File: src/rtl/key_frame_rx_pkg.sv
// Shared key-frame format: sync marker, payload length, state codes and checksum rule.
// The sender imports this same package so both ends agree on the frame layout.
package key_frame_rx_pkg;

    localparam logic [7:0] SYNC_BYTE = 8'hA5;
    localparam int         NUM_BYTES = 5;
    localparam int         KEY_W     = 8 * NUM_BYTES;

    typedef enum logic [3:0] {
        HUNT    = 4'd0,
        PAYLOAD = 4'd1,
        CHECK   = 4'd2,
        COMMIT  = 4'd3
    } sta_e;

    function automatic logic [7:0] csum_step(input logic [7:0] acc, input logic [7:0] b);
        return acc ^ b;
    endfunction

    // Checksum byte that follows the payload: XOR of all payload bytes.
    function automatic logic [7:0] frame_csum(input logic [KEY_W-1:0] keys);
        logic [7:0] acc;
        acc = 8'h00;
        for (int i = 0; i < NUM_BYTES; i++) begin
            acc = csum_step(acc, keys[8*i +: 8]);
        end
        return acc;
    endfunction

endpackage

File: src/rtl/key_frame_rx_if.sv
// UART-side byte input and key-frame results of the receiver.
interface key_frame_rx_if;
    import key_frame_rx_pkg::*;

    logic             read_done;
    logic [7:0]       read_data;
    logic [KEY_W-1:0] key_down;
    logic             frame_valid;
    logic [7:0]       err_cnt;
    logic [3:0]       sta;

    modport master (
        output read_done, read_data,
        input  key_down, frame_valid, err_cnt, sta
    );

    modport slave (
        input  read_done, read_data,
        output key_down, frame_valid, err_cnt, sta
    );
endinterface

File: src/rtl/key_frame_rx_edge_pulse.sv
// Rising-edge detector: one-cycle pulse on the cycle a level flag goes high.
module edge_pulse (
    input  logic clk,
    input  logic rst,
    input  logic in_level,
    output logic out_pulse
);
    logic level_q, level_d;

    always_comb begin
        level_d = in_level;
    end

    always_ff @(posedge clk) begin
        if (rst) begin
            level_q <= 1'b0;
        end else begin
            level_q <= level_d;
        end
    end

    assign out_pulse = in_level & ~level_q;
endmodule

File: src/rtl/key_frame_rx.sv
// Key-frame receiver: SYNC, NUM_BYTES payload bytes, XOR checksum; commits the
// payload to key_down only when the whole frame checks out.
module key_frame_rx
    import key_frame_rx_pkg::*;
#(
    parameter int TIMEOUT = 24000,
    parameter int TW      = 15
) (
    input  logic          clk,
    input  logic          rst,
    key_frame_rx_if.slave bus
);
    localparam int IW = (NUM_BYTES > 1) ? $clog2(NUM_BYTES) : 1;

    sta_e             state_q, state_d;
    logic [IW-1:0]    idx_q, idx_d;
    logic [7:0]       acc_q, acc_d;
    logic [TW-1:0]    timer_q, timer_d;
    logic [7:0]       err_q, err_d;
    logic [KEY_W-1:0] sh_q, sh_d;
    logic [KEY_W-1:0] key_q, key_d;
    logic             fv_q, fv_d;
    logic             stb;
    logic             expire;

    edge_pulse u_edge (
        .clk      (clk),
        .rst      (rst),
        .in_level (bus.read_done),
        .out_pulse(stb)
    );

    function automatic logic [7:0] sat_inc(input logic [7:0] v);
        return (v == 8'hFF) ? v : v + 8'd1;
    endfunction

    assign expire = (timer_q == TW'(TIMEOUT - 1));

    always_comb begin
        state_d = state_q;
        idx_d   = idx_q;
        acc_d   = acc_q;
        timer_d = timer_q;
        err_d   = err_q;
        sh_d    = sh_q;
        key_d   = key_q;
        fv_d    = 1'b0;
        case (state_q)
            HUNT: begin
                if (stb && bus.read_data == SYNC_BYTE) begin
                    state_d = PAYLOAD;
                    idx_d   = '0;
                    acc_d   = '0;
                    timer_d = '0;
                end
            end
            PAYLOAD: begin
                if (stb) begin
                    for (int i = 0; i < NUM_BYTES; i++) begin
                        if (idx_q == IW'(i)) sh_d[8*i +: 8] = bus.read_data;
                    end
                    acc_d   = csum_step(acc_q, bus.read_data);
                    timer_d = '0;
                    idx_d   = idx_q + IW'(1);
                    if (idx_q == IW'(NUM_BYTES - 1)) state_d = CHECK;
                end else if (expire) begin
                    err_d   = sat_inc(err_q);
                    state_d = HUNT;
                    timer_d = '0;
                end else begin
                    timer_d = timer_q + TW'(1);
                end
            end
            CHECK: begin
                if (stb) begin
                    timer_d = '0;
                    if (bus.read_data == acc_q) begin
                        state_d = COMMIT;
                    end else begin
                        err_d   = sat_inc(err_q);
                        state_d = HUNT;
                    end
                end else if (expire) begin
                    err_d   = sat_inc(err_q);
                    state_d = HUNT;
                    timer_d = '0;
                end else begin
                    timer_d = timer_q + TW'(1);
                end
            end
            COMMIT: begin
                // Any byte strobed in this cycle is dropped; frames are spaced apart.
                key_d   = sh_q;
                fv_d    = 1'b1;
                state_d = HUNT;
            end
            default: state_d = HUNT;
        endcase
    end

    always_ff @(posedge clk) begin
        if (rst) begin
            state_q <= HUNT;
            idx_q   <= '0;
            acc_q   <= '0;
            timer_q <= '0;
            err_q   <= '0;
            key_q   <= '0;
            fv_q    <= 1'b0;
        end else begin
            state_q <= state_d;
            idx_q   <= idx_d;
            acc_q   <= acc_d;
            timer_q <= timer_d;
            err_q   <= err_d;
            key_q   <= key_d;
            fv_q    <= fv_d;
        end
    end

    // Staging register is fully rewritten before every commit, so it needs no reset.
    always_ff @(posedge clk) begin
        sh_q <= sh_d;
    end

    assign bus.key_down    = key_q;
    assign bus.frame_valid = fv_q;
    assign bus.err_cnt     = err_q;
    assign bus.sta         = state_q;
endmodule

File: src/flat_wrapper.sv
// flat-port wrapper written by rule: the top's interface ports become plain ports
module key_frame_rx_flat import key_frame_rx_pkg::*;
#(
    parameter int TIMEOUT = 24000,
    parameter int TW      = 15
)
  (clk, rst, bus_read_done, bus_read_data, bus_key_down, bus_frame_valid, bus_err_cnt, bus_sta);
  key_frame_rx_if bus_i ();
  input  logic clk;
  input  logic rst;
  input wire logic [$bits(bus_i.read_done)-1:0] bus_read_done;
  input wire logic [$bits(bus_i.read_data)-1:0] bus_read_data;
  output wire logic [$bits(bus_i.key_down)-1:0] bus_key_down;
  output wire logic [$bits(bus_i.frame_valid)-1:0] bus_frame_valid;
  output wire logic [$bits(bus_i.err_cnt)-1:0] bus_err_cnt;
  output wire logic [$bits(bus_i.sta)-1:0] bus_sta;
  assign bus_i.read_done = bus_read_done;
  assign bus_i.read_data = bus_read_data;
  assign bus_key_down = bus_i.key_down;
  assign bus_frame_valid = bus_i.frame_valid;
  assign bus_err_cnt = bus_i.err_cnt;
  assign bus_sta = bus_i.sta;
  key_frame_rx #(.TIMEOUT(TIMEOUT), .TW(TW)) u_core (.clk(clk), .rst(rst), .bus(bus_i));
endmodule
File: config.mk
export PLATFORM = sky130hd
export DESIGN_NAME = key_frame_rx_flat
export DESIGN_NICKNAME = d
export VERILOG_FILES = /design/src/rtl/key_frame_rx_pkg.sv /design/src/rtl/key_frame_rx_if.sv /design/src/rtl/key_frame_rx_edge_pulse.sv /design/src/rtl/key_frame_rx.sv /design/src/flat_wrapper.sv
export SDC_FILE = /design/constraint.sdc
export NUM_CORES = 1
export LEC_CHECK = 0
export CORE_ASPECT_RATIO = 2
export CORE_UTILIZATION = 45
export DETAILED_ROUTE_END_ITERATION = 8
export MAX_ROUTING_LAYER = met4
export PLACE_DENSITY_LB_ADDON = 0.05
export SKIP_CTS_REPAIR_TIMING = 1
export SKIP_LAST_GASP = 1
export SYNTH_ARGS = -nofsm -noshare
export SYNTH_HDL_FRONTEND = slang
export SYNTH_SLANG_ARGS = --single-unit
File: constraint.sdc
create_clock -name clk -period 4.01 [get_ports clk]
set_input_delay 0.802 -clock clk [delete_from_list [all_inputs] [get_ports clk]]
set_output_delay 0.802 -clock clk [all_outputs]
set_load 0.02 [all_outputs]
==> results.md, run 1 <==
* Area growth from synthesis to layout at 28.4%
* Synth Area in Adders at roughly 1.8%
* Worst vdd rail ir drop at between 0.0003 and 0.0004 V
* Number of fill cells at about 940
* Highest-count cells in the layout ignoring fill and taps: nand2_1, dfxtp_1, clkdlybuf4s50_1
* Diode count at 0
* Top_reg_cell synth: dfxtp_1
* Port buffer count at 63
* Post-synth ARST share at 0%
* Max transition margin at a little over half
* Outcome: completed
* Unrepaired setup endpoints after global routing: no
* Cells after Synth at just under 500
* GP Congestion at ~0.83
* Core area at 10200 um^2
* Post-synthesis mux area share at 0.421%
* Mapped Area at about 4800 um^2
* Total power at approximately 2.9 mW
* Initial antenna violation count at 0
* Detailed Routing Iterations Pass 1 at 4
* Avg WL per Cell at 15.6 um
* Nets at 563
* Setup slack after layout at between 1 and 1.5 ns
* Initial drt markers at 148
* Worst R2R Start: u_core.bus.sta[0]$_SDFFE_PP0P_
* Startpoint Class: input pin
* Synth Area in XOR/XNOR at roughly 1.7%
* Most common cell after layout, fill and taps aside: nand2_1
* Synth area leaders: dfxtp_1, edfxtp_1, nand2_1, a21oi_1, nor2_1
* Top cell type's share of synthesized area at approximately a third
* Die H at around 150 um
* CTS tree: done
* All-Layer GR Usage at between 20% and 30%
* WL final at around 11 mm
* Largest family of logic cells by synthesized area: simple AND/OR/NAND/NOR gates
* Final Cell Area at between 6000 and 7000 um^2
* Unique masters post-synth at 53
* DR vias/cell at 5.23
* Crit Path Category: in2reg
* WP data arrival at 2.99 ns
* Fmax at ~360 MHz
* Number of synthesized flops with an enable pin at 40
* Clock Tree Buf Depth at 2
* I/O pin cnt at 64
* Final setup skew at approximately 0.006 ns
* Hold depth at 2
* Number of nets with antenna violations after routing at 0
* Post-DP HPWL at ~7.5 mm
* Clock latency on the worst-skew pair at 0.41 ns
* #FFs+latches synth at 120
* Leak at ~2.1 nW
* Largest fanout on the critical path at 9
* Post-synth top area cell: dfxtp_1
* Layout cell share with drive strength beyond 1 at under 10%
* Worst path slowest cell: clkdlybuf4s50_1
* Initial core utilization at between 40% and 50%
* Worst R2R Path Depth at 4
* Die X at between 70 and 80 um
* CTS Buf Count at 17
* Simple-Gate Fraction of Synth Area at between 20% and 30%
* Reg2reg setup slack at between 1.5 and 2 ns
* Mean Syn Cell Area at a little under 10 um^2
* # setup viols final at 0
* Max incr delay on CP at about 0.60 ns
* Final hold violations at 0
* Crit path time final at about 2.7 ns
* Power Dens Cells at ~480 nW/um^2
* Dpl ws at 0.869 ns
* Reg-to-Reg End: u_core.sh_q[38]$_DFFE_PP_
* Synth warnings at 0
* Placed inst area at approximately 5500 um^2
* First-pass GRT wire length at 17.8 mm
* Stages on worst setup path at 7
* Drt drc at 0
* Final period util at 68.4%
* Nature of the critical path endpoint: flip-flop
* Largest delay contributor family on the critical path: simple AND/OR/NAND/NOR gates
* Largest net degree at the start of global routing at 66
* CTS sink cnt at 120
* Critical-path cell list: clkdlybuf4s50_1 -> nor2b_1 -> nor4_1 -> nand4_2 -> and3_1 -> a41oi_1 -> a311oi_1
* CTS root buffer: clkbuf_16
* Site Rows at between 50 and 60
* Slew Viols, Final at 0
* Post-synthesis compound-gate area fraction at 11.8%
* Setup TNS at 0 ns
* Hold crit path type: reg2reg
* Worst setup path start: bus_read_data[2]
* Slew @ Worst Pin at between 0.7 and 0.8 ns
* MaxCap Viol Count at 0
* Sequential fraction of the synthesis area at about three fifths
* Max H-tree Level at 4
* Critical Path RT at 4.26 ns
* Vias in the first global route at ~3700
* Clock slew at reported path FFs at 0.05 ns
* Via count at 3623
* Crit path buf inv count at 1
* Total congestion overflow at 0
* Setup crit end: u_core.bus.err_cnt[6]$_SDFFE_PP0P_
* Die footprint at between 10000 and 15000 um^2
## logic make-up (layout without fill, tap and decap cells)
group                      count (synthesis)  count (layout)
and+or+nand+nor                          212             212
DFF                                      120             120
AOI/OAI and AO/OA                        102             102
buffers and inverters                     29             104
xor gates and xnor gates                   9               9
adders and majority gates                  7               7
muxes                                      2               2
other                                      1               2
## metal layers
metal  vias to the layer above  track usage (%)  wire length [um]  part of all wire (%)
met1                      1737             21.8              4050                    37
met5                         -                -                 0                     0
li1                       1804                -                 -                     -
met3                        15             5.04               255                   2.4
met2                        67             40.1              6320                    58
met4                         0             10.7               195                   1.8
## state kept, by name, indices dropped and copies added (netlist names)
name,cells
u_core.bus.key_down,40
u_core.sh_q,40
u_core.timer_q,15
u_core.acc_q,8
u_core.bus.err_cnt,8
u_core.bus.sta,4
u_core.idx_q,3
u_core.bus.frame_valid,1
u_core.u_edge.level_q,1
## where the power goes
| part | switching, mW | internal, mW | leakage [nW] |
|---|---|---|---|
| Clock | 0.550 | 1.06 | 0.309 |
| Sequential | 0.00112 | 1.26 | 1.00 |
| Combinational | 0.0390 | 0.0187 | 0.782 |
## synth_stat cells (all sizes together) (6+ instances only)
master and count:
buf 6, edfxtp 40, nand3 14, a21oi 57, o21ai 30, nor2b 12, ha 7, dfxtp 80
xor2 8, nand2 102, nor2 31, and3 15, clkbuf 19, nor3 8
## area by class of cell
cell class,count,area [um^2],share of cell area (%)
repair buffers,68,663,10.8
clock buffers,20,479,7.84
clock inverters,12,158,2.58
multi-input cells,334,1830,29.9
inverters,4,15.0,0.246
well taps,135,169,2.76
flip-flops and latches,120,2800,45.9
## stage by stage
stage	utilization (%)	hold slack [ns]	std cells
5_1_grt	59.8	0.466	693
4_1_cts	59.8	0.454	693
2_1_floorplan	-	0.433	483
3_5_place_dp	53.6	0.446	661
3_3_place_gp	53.6	0.442	661
6_report	59.8	0.451	693
## worst min-delay path by stage
| stage | endpoint | start | slack [ns] |
|---|---|---|---|
| floorplan | u_core.timer_q[14]$_SDFFE_PP0P_ | u_core.timer_q[14]$_SDFFE_PP0P_ | 0.43 |
| global placement | u_core.bus.key_down[36]$_SDFFE_PP0P_ | u_core.bus.key_down[36]$_SDFFE_PP0P_ | 0.44 |
| detailed placement | u_core.bus.key_down[38]$_SDFFE_PP0P_ | u_core.bus.key_down[38]$_SDFFE_PP0P_ | 0.45 |
| CTS | u_core.bus.key_down[38]$_SDFFE_PP0P_ | u_core.bus.key_down[38]$_SDFFE_PP0P_ | 0.45 |
| global route | u_core.bus.key_down[14]$_SDFFE_PP0P_ | u_core.bus.key_down[14]$_SDFFE_PP0P_ | 0.47 |
| finish | u_core.bus.key_down[39]$_SDFFE_PP0P_ | u_core.bus.key_down[39]$_SDFFE_PP0P_ | 0.45 |
## worst reg2reg max path, delay by kind of cell (launching register included)
kind | cells | cell delay [ns]
DFF | 1 | 0.55
and+or+nand+nor | 4 | 1.40
(Power assumes the default switching activity.)
==> run 2: changes to the inputs <==
==> constraint.sdc (replaced) <==
create_clock -name clk -period 2.83 [get_ports clk]
set_input_delay 0.566 -clock clk [delete_from_list [all_inputs] [get_ports clk]]
set_output_delay 0.566 -clock clk [all_outputs]
set_load 0.02 [all_outputs]
==> run 2 against run 1 <==
Sequential power is 41% higher. Non-clock buffer count up 13. Routed wire length is 1.2% lower. Critical path depth did not move. Sequential share of layout area is 0.57 points lower. Flip-flop and latch count did not move. Clock-buffer cell count shrank 1. Core utilization is 0.76 points higher. Hold slack got worse by 0.00061 ns.
==> results.md, run 2 (synthesis results as in run 1) <==
* Number of nets with antenna violations after routing at 0 (unchanged)
* Layout cell share with drive strength beyond 1 at 11.6% (+2.2 points)
* Clock slew at reported path FFs at 0.05 ns (about the same)
* Max incr delay on CP at 0.71 ns (+0.11 ns)
* Worst R2R Start: u_core.timer_q[0]$_SDFFE_PP0P_
* Hold slack at 0.450 ns (-0.000611 ns)
* Critical Path RT at 3.17 ns (-1.09 ns)
* Initial core utilization at 46.6% (unchanged)
* Crit Path Category: in2reg
* Area growth from synthesis to layout at 30.0%
* Crit path time final at 2.52 ns
* Clock latency on the worst-skew pair at 0.41 ns (about the same)
* Final hold violations at 0 (unchanged)
* Final period util at between 80% and 90%
* Post-DP HPWL at 7.45 mm (-0.37%)
* MaxCap Viol Count at 0 (unchanged)
* WHS Endpoint: u_core.bus.key_down[33]$_SDFFE_PP0P_
* Largest fanout on the critical path at 13 (+4)
* Outcome: completed
* Dpl ws at -0.108 ns (-0.977 ns)
* Site Rows at 52 (unchanged)
* DR vias/cell at 5.23 (about the same)
* Fmax at slightly below 400 MHz
* Most frequent CP cell: o21ai_0
* Slew Viols, Final at 0 (unchanged)
* Via count at 3692 (+1.9%)
* CTS Buf Count at 17 (unchanged)
* WL final at 10.7 mm (-1.2%)
* Diode count at 0 (unchanged)
* Startpoint Class: input pin
* Highest routed metal layer: met4
* Unrepaired setup endpoints after global routing: no
* Power Dens Cells at 658 nW/um^2 (+38%)
* Number of fill cells at 902 (-4.4%)
* Worst path slowest cell: nor2b_1
* Die footprint at 11000 um^2 (unchanged)
* Drt drc at 0 (unchanged)
* Die H at 147 um (unchanged)
* First-pass GRT wire length at 17.7 mm (-0.93%)
* Reg-to-Reg End: u_core.bus.err_cnt[5]$_SDFFE_PP0P_
* Hold depth at 2 (unchanged)
* Nets at 576 (+2.3%)
* Reg2reg setup slack at 0.59 ns (-1.11 ns)
* CTS root buffer: clkbuf_16
* Slew @ Worst Pin at 0.887 ns (+0.176 ns)
* # setup viols final at 0 (unchanged)
* Hold crit path type: reg2reg
* Routed length on met3 at 306 um (+20%)
* Critical-path cell list: clkdlybuf4s50_1 -> and4bb_2 -> a311oi_1 -> a211o_1 -> nor2b_1 -> o21ai_0 -> o21ai_0
* Avg WL per Cell at 15.1 um (-3.1%)
* All-Layer GR Usage at 22.1% (-0.34 points)
* Placed inst area at 5570 um^2 (+1.8%)
* Highest-count cells in the layout ignoring fill and taps: nand2_1, dfxtp_1, clkdlybuf4s50_1
* Die X at 74.7 um (unchanged)
* Final Cell Area at 6190 um^2 (+1.3%)
* Met2 WL at 5.94 mm (-5.9%)
* Max H-tree Level at 4 (unchanged)
* Clock Tree Buf Depth at 2 (unchanged)
* Hold_sp: u_core.bus.key_down[33]$_SDFFE_PP0P_
* Core area at 10200 um^2 (unchanged)
* Max transition margin at 40.7% (-12 points)
* CTS tree: done
* Nature of the critical path endpoint: flip-flop
* Setup slack after layout at 0.306 ns (-0.963 ns)
* Most common cell after layout, fill and taps aside: nand2_1
* Worst vdd rail ir drop at 0.000445 V (+17%)
* I/O pin cnt at 64 (unchanged)
* Vias in the first global route at 3664 (-1.3%)
* Port buffer count at 63 (unchanged)
* Detailed Routing Iterations Pass 1 at 4 (unchanged)
* GP Congestion at 0.840 (+0.76%)
* Worst R2R Path Depth at 7 (+3)
* CTS sink cnt at 120 (unchanged)
* Total congestion overflow at 0 (unchanged)
* WP data arrival at 2.87 ns (-0.12 ns)
* Final setup skew at 0.00570 ns (-0.000318 ns)
* Leak at 2.14 nW (+2.4%)
* WL met1 at 4.05 mm (about the same)
* Initial drt markers at 112 (-24%)
* Initial antenna violation count at 0 (unchanged)
* Largest net degree at the start of global routing at 66 (unchanged)
-- run 2: per-stage QoR --
| step | cells | power, mW | TNS (ns) | utilization [%] |
|---|---|---|---|---|
| 2_1_floorplan | 483 | 1.86 | 0 | - |
| 3_3_place_gp | 674 | 1.92 | -0.471 | 54.6 |
| 3_5_place_dp | 674 | 1.92 | -0.806 | 54.6 |
| 4_1_cts | 706 | 4.10 | 0 | 60.6 |
| 5_1_grt | 706 | 4.18 | 0 | 60.6 |
| 6_report | 706 | 4.08 | 0 | 60.6 |
-- run 2: worst max-delay path by stage --
stage | cells after the start | startpoint | to
after floorplan | 6 | u_core.bus.sta[0]$_SDFFE_PP0P_ | u_core.sh_q[16]$_DFFE_PP_
after global placement | 7 | bus_read_data[5] | u_core.timer_q[5]$_SDFFE_PP0P_
after detailed placement | 7 | bus_read_data[5] | u_core.timer_q[5]$_SDFFE_PP0P_
after CTS | 7 | bus_read_data[5] | u_core.timer_q[5]$_SDFFE_PP0P_
after global routing | 7 | bus_read_data[5] | u_core.timer_q[5]$_SDFFE_PP0P_
final | 7 | bus_read_data[5] | u_core.timer_q[5]$_SDFFE_PP0P_
-- run 2: layout make-up --
type,instances,area [um^2],share of cell area [%]
well taps,135,169,2.73
inverters,4,15.0,0.243
repair buffers,81,761,12.3
clock inverters,13,141,2.28
multi-input cells,334,1830,29.5
flip-flops and latches,120,2800,45.3
clock buffers,19,475,7.68
-- run 2: power by group --
group          internal, mW  leakage [nW]  total [mW]  switching (mW)
clock network          1.40         0.296        2.20           0.793
registers              1.78          1.00        1.78         0.00167
logic                0.0367         0.844      0.0973          0.0607
total                  3.22          2.14        4.08           0.855
-- run 2: per-layer routing --
layer / vias to the layer above / GRT usage [%]
li1: 1837 / -
met5: - / -
met1: 1762 / 22.0
met3: 25 / 5.32
met4: 0 / 11.6
met2: 68 / 38.2
-- run 2: worst max-delay path, delay by kind of cell --
kind                   cells  cell delay, ns
AND/OR/NAND/NOR            2            1.04
buffers and inverters      1            0.56
AO/OA/AOI/OAI              4            0.70
==> run 3: changes to the inputs <==
--- a/config.mk
+++ b/config.mk
@@ -5,6 +5,7 @@
 export SDC_FILE = /design/constraint.sdc
 export NUM_CORES = 1
 export LEC_CHECK = 0
+export ABC_AREA = 0
 export CORE_ASPECT_RATIO = 2
 export CORE_UTILIZATION = 45
 export DETAILED_ROUTE_END_ITERATION = 8
==> results of run 3 <==
Same layout as run 2: the final DEF is identical, and so are final timing and power.
